$ cat config.mk
export PLATFORM = sky130hd
export DESIGN_NAME = lcd_sync_module
export DESIGN_NICKNAME = d
export VERILOG_FILES = /design/src/rtl/lcd_sync_module.sv
export SDC_FILE = /design/constraint.sdc
export NUM_CORES = 1
export LEC_CHECK = 0
export ABC_CLOCK_PERIOD_IN_PS = 2900
export CORE_UTILIZATION = 58
export CTS_BUF_LIST = sky130_fd_sc_hd__clkbuf_16
export DETAILED_ROUTE_END_ITERATION = 6
export GPL_TIMING_DRIVEN = 0
export PLACE_DENSITY = 0.85
export SLEW_MARGIN = 15
export SYNTH_ARGS = -nofsm -noshare
export SYNTH_HDL_FRONTEND = slang
export SYNTH_SLANG_ARGS = --single-unit
$ cat constraint.sdc
create_clock -name clk -period 2.9 [get_ports clk]
set_clock_uncertainty 0.05 [all_clocks]
set_input_delay 0.29 -clock clk [delete_from_list [all_inputs] [get_ports clk]]
set_output_delay 0.29 -clock clk [all_outputs]
set_load 0.005 [all_outputs]
$ cat src/rtl/lcd_sync_module.sv
// Parameterised LCD panel timing generator: h/v counters, syncs, active window, pixel addresses.
// Syncs/ready/addresses are combinational from registered counters; lcd_de lags ready_sig by 1 clk.
module lcd_sync_module #(
    parameter int   H_SYNC   = 48,
    parameter int   H_BACK   = 88,
    parameter int   H_ACTIVE = 800,
    parameter int   H_FRONT  = 40,
    parameter int   V_SYNC   = 3,
    parameter int   V_BACK   = 32,
    parameter int   V_ACTIVE = 480,
    parameter int   V_FRONT  = 13,
    parameter logic SYNC_POL = 1'b0
) (
    input  logic        clk,
    input  logic        rstn,
    input  logic        en,
    output logic        lcd_hsync,
    output logic        lcd_vsync,
    output logic        ready_sig,
    output logic [10:0] column_addr_sig,
    output logic [10:0] row_addr_sig,
    output logic        lcd_de,
    output logic        frame_start
);

    localparam int H_TOTAL = H_SYNC + H_BACK + H_ACTIVE + H_FRONT;
    localparam int V_TOTAL = V_SYNC + V_BACK + V_ACTIVE + V_FRONT;

    localparam logic [10:0] H_MAX      = 11'(H_TOTAL - 1);
    localparam logic [10:0] V_MAX      = 11'(V_TOTAL - 1);
    localparam logic [10:0] H_SYNC_END = 11'(H_SYNC);
    localparam logic [10:0] V_SYNC_END = 11'(V_SYNC);
    localparam logic [10:0] H_ACT_BEG  = 11'(H_SYNC + H_BACK);
    localparam logic [10:0] H_ACT_END  = 11'(H_SYNC + H_BACK + H_ACTIVE);
    localparam logic [10:0] V_ACT_BEG  = 11'(V_SYNC + V_BACK);
    localparam logic [10:0] V_ACT_END  = 11'(V_SYNC + V_BACK + V_ACTIVE);

    logic [10:0] h_cnt_q, h_cnt_d;
    logic [10:0] v_cnt_q, v_cnt_d;
    logic        live_q;
    logic        lcd_de_q;
    logic        active;
    logic        h_wrap;
    logic        h_in;
    logic        v_in;

    // live_q keeps outputs idle between reset release and the first clk edge,
    // so the first visible cycle after reset is h_cnt = 0, v_cnt = 0.
    assign active = en & live_q;

    always_comb begin
        h_cnt_d = h_cnt_q;
        v_cnt_d = v_cnt_q;
        h_wrap  = (h_cnt_q == H_MAX);
        if (!active) begin
            h_cnt_d = '0;
            v_cnt_d = '0;
        end else begin
            h_cnt_d = h_wrap ? '0 : h_cnt_q + 11'd1;
            if (h_wrap) begin
                v_cnt_d = (v_cnt_q == V_MAX) ? '0 : v_cnt_q + 11'd1;
            end
        end
    end

    always_comb begin
        lcd_hsync       = ~SYNC_POL;
        lcd_vsync       = ~SYNC_POL;
        ready_sig       = 1'b0;
        column_addr_sig = '0;
        row_addr_sig    = '0;
        frame_start     = 1'b0;
        h_in            = (h_cnt_q >= H_ACT_BEG) && (h_cnt_q < H_ACT_END);
        v_in            = (v_cnt_q >= V_ACT_BEG) && (v_cnt_q < V_ACT_END);
        if (active) begin
            if (h_cnt_q < H_SYNC_END) begin
                lcd_hsync = SYNC_POL;
            end
            if (v_cnt_q < V_SYNC_END) begin
                lcd_vsync = SYNC_POL;
            end
            ready_sig   = h_in & v_in;
            frame_start = (h_cnt_q == 11'd0) && (v_cnt_q == 11'd0);
            if (h_in && v_in) begin
                column_addr_sig = h_cnt_q - H_ACT_BEG;
                row_addr_sig    = v_cnt_q - V_ACT_BEG;
            end
        end
    end

    // Gating with active stops a stale registered enable leaking out when en drops.
    assign lcd_de = lcd_de_q & active;

    always_ff @(posedge clk or negedge rstn) begin
        if (!rstn) begin
            h_cnt_q  <= '0;
            v_cnt_q  <= '0;
            live_q   <= 1'b0;
            lcd_de_q <= 1'b0;
        end else begin
            h_cnt_q  <= h_cnt_d;
            v_cnt_q  <= v_cnt_d;
            live_q   <= 1'b1;
            lcd_de_q <= ready_sig;
        end
    end

endmodule

---- Word-level counts from Yosys, hierarchy flattened ----
Cells that the tools add are included.
word-level totals
  flip-flop bits (word level) ............. 24
  latch bits .............................. 0
  memory bits (writable) .................. 0
  memory bits (read-only) ................. 0
  bits of input ports ..................... 3
  output and inout port bits .............. 27
  logic and storage cells ................. 41
  memories kept ........................... 0
cells by class
  add/subtract/negate cells ............... 4
  $mul .................................... 0
  divide/modulo/power cells ............... 0
  magnitude comparators ................... 6
  equality and inequality tests ........... 3
  shift-type cells ........................ 0
  multiplexer cells ....................... 15
  bitwise logic cells ..................... 3
  reduce and logical (&&, ||, !) cells .... 6
operators by type and width
  kind                                                    count
  2-to-1 mux 11 bit                                       9
  adder 11 x 1 -> 11 bit (second input constant)          2
  equality test 11 x 10 -> 1 bit (second input constant)  2
  zero test 11 bit                                        2
  < comparator 11 x 10 -> 1 bit (second input constant)   2
  >= comparator 11 x 6 -> 1 bit (second input constant)   1
  >= comparator 11 x 8 -> 1 bit (second input constant)   1
  < comparator 11 x 2 -> 1 bit (second input constant)    1
  < comparator 11 x 6 -> 1 bit (second input constant)    1
  subtractor 11 x 6 -> 11 bit (second input constant)     1
  subtractor 11 x 8 -> 11 bit (second input constant)     1
  2-to-1 mux 1 bit                                        6
  logical AND 1 bit                                       4
  bitwise AND 1 bit                                       3
  inequality test 2 x 1 -> 1 bit (second input constant)  1

---- Logic depth before layout (Yosys ltp) ----
  depth in word-level cells ............... 5
  gate-level depth with buffers ........... 7

---- Least setup slack after synthesis ----
Ideal clock, no wire load.
  path type ............................... register to output
  start ................................... register h_cnt_q[3]
  end ..................................... output port column_addr_sig[5]
  arrival ................................. 1.725 ns
  path slack .............................. 0.835 ns
  stages on the path, launching flop included .. 7
  buffers on the path ..................... 1
  cell sequence ........................... dfrtp_1 inv_1 ha_1 or3b_4 o211ai_1 buf_2 nor3_1
on the way
  cells in the longest elaborated chain, start to end .. 5
  elaborated cells on any way between the ends .. 7
  those cells by class .................... 1 x add/sub; 2 x order compare; 2 x mux; 2 x reduce/logical
RTL lines
  item                                                                            line  source
  from (decl)                                                                     38    logic [10:0] h_cnt_q, h_cnt_d;
  from (signal assigned)                                                          101   h_cnt_q <= h_cnt_d;
  >= comparator 11 x 8 -> 1 bit or < comparator 11 x 10 -> 1 bit (tied branches)  73    h_in = (h_cnt_q >= H_ACT_BEG) && (h_cnt_q < H_ACT_END);
  logical AND 1 bit                                                               73
  logical AND 1 bit                                                               84    if (h_in && v_in) begin
  2-to-1 mux 11 bit (*)                                                           84
  2-to-1 mux 11 bit (*)                                                           75    if (active) begin
  to (decl)                                                                       20    output logic [10:0] column_addr_sig,
Every way passes the cells marked *; elsewhere a longest branch is shown, timed or not.

---- Worst setup path after layout ----
  start ................................... register h_cnt_q[3]
  end ..................................... output port column_addr_sig[2]
on the way
  cells in the longest elaborated chain, start to end .. 5
  elaborated cells on any way between the ends .. 6
  those cells by class .................... 2 x order compare; 2 x mux; 2 x reduce/logical
RTL lines
  item                                                                            line
  >= comparator 11 x 8 -> 1 bit or < comparator 11 x 10 -> 1 bit (tied branches)  73
  logical AND 1 bit (*)                                                           73
  logical AND 1 bit (*)                                                           84
  2-to-1 mux 11 bit (*)                                                           84
  2-to-1 mux 11 bit (*)                                                           75
Marks and branches as above.

==> flow_metrics.env <==
export IMPL_powerDensity_nw_per_um2=272
export IMPL_synth_cells_most_frequent="nor3_1, dfrtp_1, nor2_1, xnor2_1, nand2_1"
export IMPL_maximum_number_of_pins_on_one_net_before_global_route_repair=25
export IMPL_slew_headroom_pct=62.9
export IMPL_crit_arrival_ns=2.50
export IMPL_failing_checks="hold timing"
export IMPL_globalRoute_totalOverflow=0
export IMPL_worst_path_max_delay_cell="dfrtp_2"
export IMPL_share_of_cells_above_drive_strength_1_pct=18.5
export IMPL_worst_hold_path_type="input port to asynchronous set/reset pin"
export IMPL_detail_route_drc_violations=0
export IMPL_fin_util_pct=79.4
export IMPL_final_hold_worst_slack_ns=-0.0414
export IMPL_finalCritPeriodShare_pct=98.0
export IMPL_critical_path_startpoint="h_cnt_q[3]$_DFF_PN0_"
export IMPL_fin_nets=277
export IMPL_synth_fa_ha_area_share_pct=4.50
export IMPL_die_height_um=59.9
export IMPL_grt_pass1_vias=1725
export IMPL_ys_seq_elements=24
export IMPL_netlist_top_cells_area="dfrtp_1, nor3_1, xnor2_1, ha_1, nor2_1"
export IMPL_rsz_0062_raised_after_global_routing="no"
export IMPL_initialDrtViolationCount=161
export IMPL_wl_per_cell_um=17.2
export IMPL_clkLatencyLatePin_ns=0.26
export IMPL_critPathCaptureType="primary output"
export IMPL_clock_root_buffer="clkbuf_16"
export IMPL_number_of_synthesized_flops_with_an_enable_pin=0
export IMPL_worst_ep_required_time_ns=2.56
export IMPL_synth_simple_gate_area_share_pct=28.2
export IMPL_timing_max_transition_violations_final=0
export IMPL_combinational_family_with_the_most_area_after_synthesis="simple AND/OR/NAND/NOR gates"
export IMPL_synth_area_leader_cell="dfrtp_1"
export IMPL_synth_top_area_share_pct=30.9
export IMPL_detail_route_wirelength_met1_um=2280
export IMPL_timing_worst_slew_pin_value_ns=0.550
export IMPL_post_synth_mux_area_share_pct=0
export IMPL_synth_nets=236
export IMPL_hold_viol=24
export IMPL_cell_count_along_the_critical_path=8
export IMPL_drt_pre_antenna_iters=4
export IMPL_antenna_cells_inserted=0
export IMPL_synth_area_um2=1950
export IMPL_cts_root_to_sink_buffers=2
export IMPL_detailroute_wirelength_met2_um=2520
export IMPL_areaGrowthSynthToFinish_pct=27.7
export IMPL_power_share_combinational_pct=5.3
export IMPL_clk_transition_reported_paths_ns=0.06
export IMPL_critPathBufInv=4
export IMPL_dieWidth_um=59.9
export IMPL_worst_setup_path_start_kind="flop"
export IMPL_grtUsageTotal_pct=30.8
export IMPL_achievable_frequency_ghz=0.352
export IMPL_detailedPlacementHpwl_um=3360
export IMPL_synth_avg_cell_area_um2=8.61
export IMPL_tritoncts_num_sinks=24
export IMPL_cp_top_family="buffers and inverters"
export IMPL_setup_reg_to_reg_worst_slack_ns=0.87
export IMPL_htree_num_levels=1
export IMPL_antenna_left=0
export IMPL_static_leak_nw=1.14
export IMPL_most_frequent_cell_after_synthesis="nor3_1"
export IMPL_worst_path_cell_chain="inv_2 > ha_4 > or3b_4 > o211ai_1 > buf_4 > buf_4 > nor3_2 > clkdlybuf4s50_1"
export IMPL_wl_met3_um=438
export IMPL_fraction_of_synthesis_flops_using_an_asynchronous_set_or_reset_pin_pct=100
export IMPL_buffer_ports_inserted=29
export IMPL_place_gp_congestion=0.906
export IMPL_synth_compound_area_share_pct=18.7
export IMPL_reg2regPathDepth=5
export IMPL_finalWirelength_um=5310
export IMPL_crit_path_end="column_addr_sig[2]"
export IMPL_power_internal_w=0.000533
export IMPL_syn_inst=226
export IMPL_ws_path_type="flop to primary output"
export IMPL_yosys_cell_types_count=50
export IMPL_critical_path_top_cell_by_count="buf_4"
export IMPL_p_clk_share_pct=44.5
export IMPL_floorplan_core_area_um2=3130
export IMPL_post_drt_via_cell_ratio=6.27
export IMPL_setup_tns_ns=0
export IMPL_highest_signal_layer="met4"
export IMPL_synth_seq_area_share_pct=30.9
export IMPL_switching_share_pct=21.3
export IMPL_row_cnt=20
export IMPL_drv_max_cap_violation_count=0
export IMPL_initial_utilization_pct=62.2
export IMPL_power_sequential_fraction_pct=50.1
export IMPL_vdd_ir_drop_max_uv=234
export IMPL_final_setup_viol_count=0
export IMPL_cts_buf_count=3
export IMPL_timing_final_crit_period_ns=2.84
export IMPL_antenna_found_initial=0
export IMPL_worst_path_max_fanout=6
export IMPL_synth_xor_area_share_pct=9.45
export IMPL_r2r_end="v_cnt_q[1]$_DFFE_PN0P_"
export IMPL_synth_ff_type="dfrtp_1"
export IMPL_ioPinCount=30
export IMPL_tritoncts="built"
export IMPL_r2r_start="v_cnt_q[0]$_DFFE_PN0P_"
export IMPL_timing_critical_path_slowest_cell_delay_ns=0.45
export IMPL_outcome="finished, violations left"
export IMPL_dr_total_vias=1937
export IMPL_netSwitchingPower_w=0.000144
export IMPL_die_area_um2=3590
export IMPL_first_pass_grt_wire_length_um=8110
export IMPL_synth_yosys_warnings=0
-- routing by layer --
layer  GRT usage [%]  vias to the layer above
met5               0                        -
met4            10.3                        0
met3            3.46                        7
met2            48.9                      115
met1            43.8                      917
li1                -                      898
-- worst reg2reg max path: cells and delay by family, from the launching register on --
kind / cells / cell delay [ns]
simple gates: 3 / 0.87
flops: 1 / 0.49
fa+ha+maj: 1 / 0.33
compound gates: 1 / 0.18
-- what timing repair did --
action / 4_1_cts / 5_1_grt
hold buffers: 0 / 0
gates resized for setup: 9 / 17
cloned: 2 / 0
pin swaps: 1 / 2
endpoints found under the setup margin: 20 / 22
buffers inserted: 3 / 2
-- registers in the layout, indices dropped and copies added (netlist names) --
| signal | count |
|---|---|
| h_cnt_q | 11 |
| lcd_de_q | 1 |
| v_cnt_q | 11 |
| live_q | 1 |
-- worst min-delay path by stage --
stage                                     from                   end  slack [ns]  cells after the start
after floorplan                           rstn  h_cnt_q[0]$_DFF_PN0_       -0.06                      0
after global routing                      rstn  h_cnt_q[1]$_DFF_PN0_       0.003                      1
after detailed placement  h_cnt_q[0]$_DFF_PN0_  h_cnt_q[0]$_DFF_PN0_        0.46                      1
after global placement    h_cnt_q[0]$_DFF_PN0_  h_cnt_q[0]$_DFF_PN0_        0.45                      1
after CTS                 h_cnt_q[0]$_DFF_PN0_  h_cnt_q[0]$_DFF_PN0_        0.47                      1
final                                     rstn  h_cnt_q[1]$_DFF_PN0_       -0.04                      1
-- cells by family (layout without fill, tap and decap cells) --
logic type,Yosys count,in the layout
flip-flops,24,24
AO/OA/AOI/OAI,43,43
adder cells (fa/ha/maj),7,7
other,1,1
buffers and inverters,28,67
XOR/XNOR,21,21
AND/OR/NAND/NOR,102,102
-- stage by stage --
step	setup WS [ns]	cells	instance area (um^2)	hold slack, ns	power, W
final	0.0593	309	2480	-0.0414	0.000676
after CTS	0.00195	307	2430	0.467	0.000679
after global placement	0.161	299	2290	0.454	0.000381
after global routing	0.0152	309	2480	0.00270	0.000693
after detailed placement	0.122	299	2290	0.455	0.000382
after floorplan	0.835	226	1950	-0.0556	0.000361
-- layout by cell type (no fill, tap or decap), drive strengths merged, types with 2 or more instances in the layout --
master / netlist / final
nor2: 19 / 19
inv: 9 / 9
nand3: 10 / 10
and2: 4 / 4
nand4: 4 / 4
dfrtp: 24 / 24
nor3: 32 / 32
a31oi: 8 / 8
xnor2: 18 / 18
clkdlybuf4s50: 0 / 21
nor2b: 2 / 2
and4: 3 / 3
and3: 3 / 3
xor2: 3 / 3
a21o: 3 / 3
a21oi: 7 / 7
buf: 17 / 25
o41ai: 4 / 4
nor3b: 2 / 2
o21ai: 5 / 5
ha: 7 / 7
or3: 3 / 3
dlymetal6s2s: 0 / 7
clkbuf: 2 / 5
o211a: 3 / 3
o211ai: 2 / 2
nor4: 3 / 3
nand2: 13 / 13
-- power groups by stage --
stage | Clock [W] | Sequential, W | Combinational (W)
after global placement | 0 | 0.000345 | 0.0000355
after global routing | 0.000314 | 0.000339 | 0.0000396
after floorplan | 0 | 0.000345 | 0.0000165
after CTS | 0.000304 | 0.000339 | 0.0000363
after detailed placement | 0 | 0.000345 | 0.0000363
final | 0.000301 | 0.000339 | 0.0000361
-- final cells by class --
type                    instances  area, um^2
clock buffers                   3        75.1
fillers                       219         644
well taps                      44        55.1
repair buffers                 36         355
flip-flops and latches         24         603
multi-input cells             174        1230
plain buffers                  19         128
inverters                       9        33.8
No activity file was read; power rests on OpenSTA's default activity.
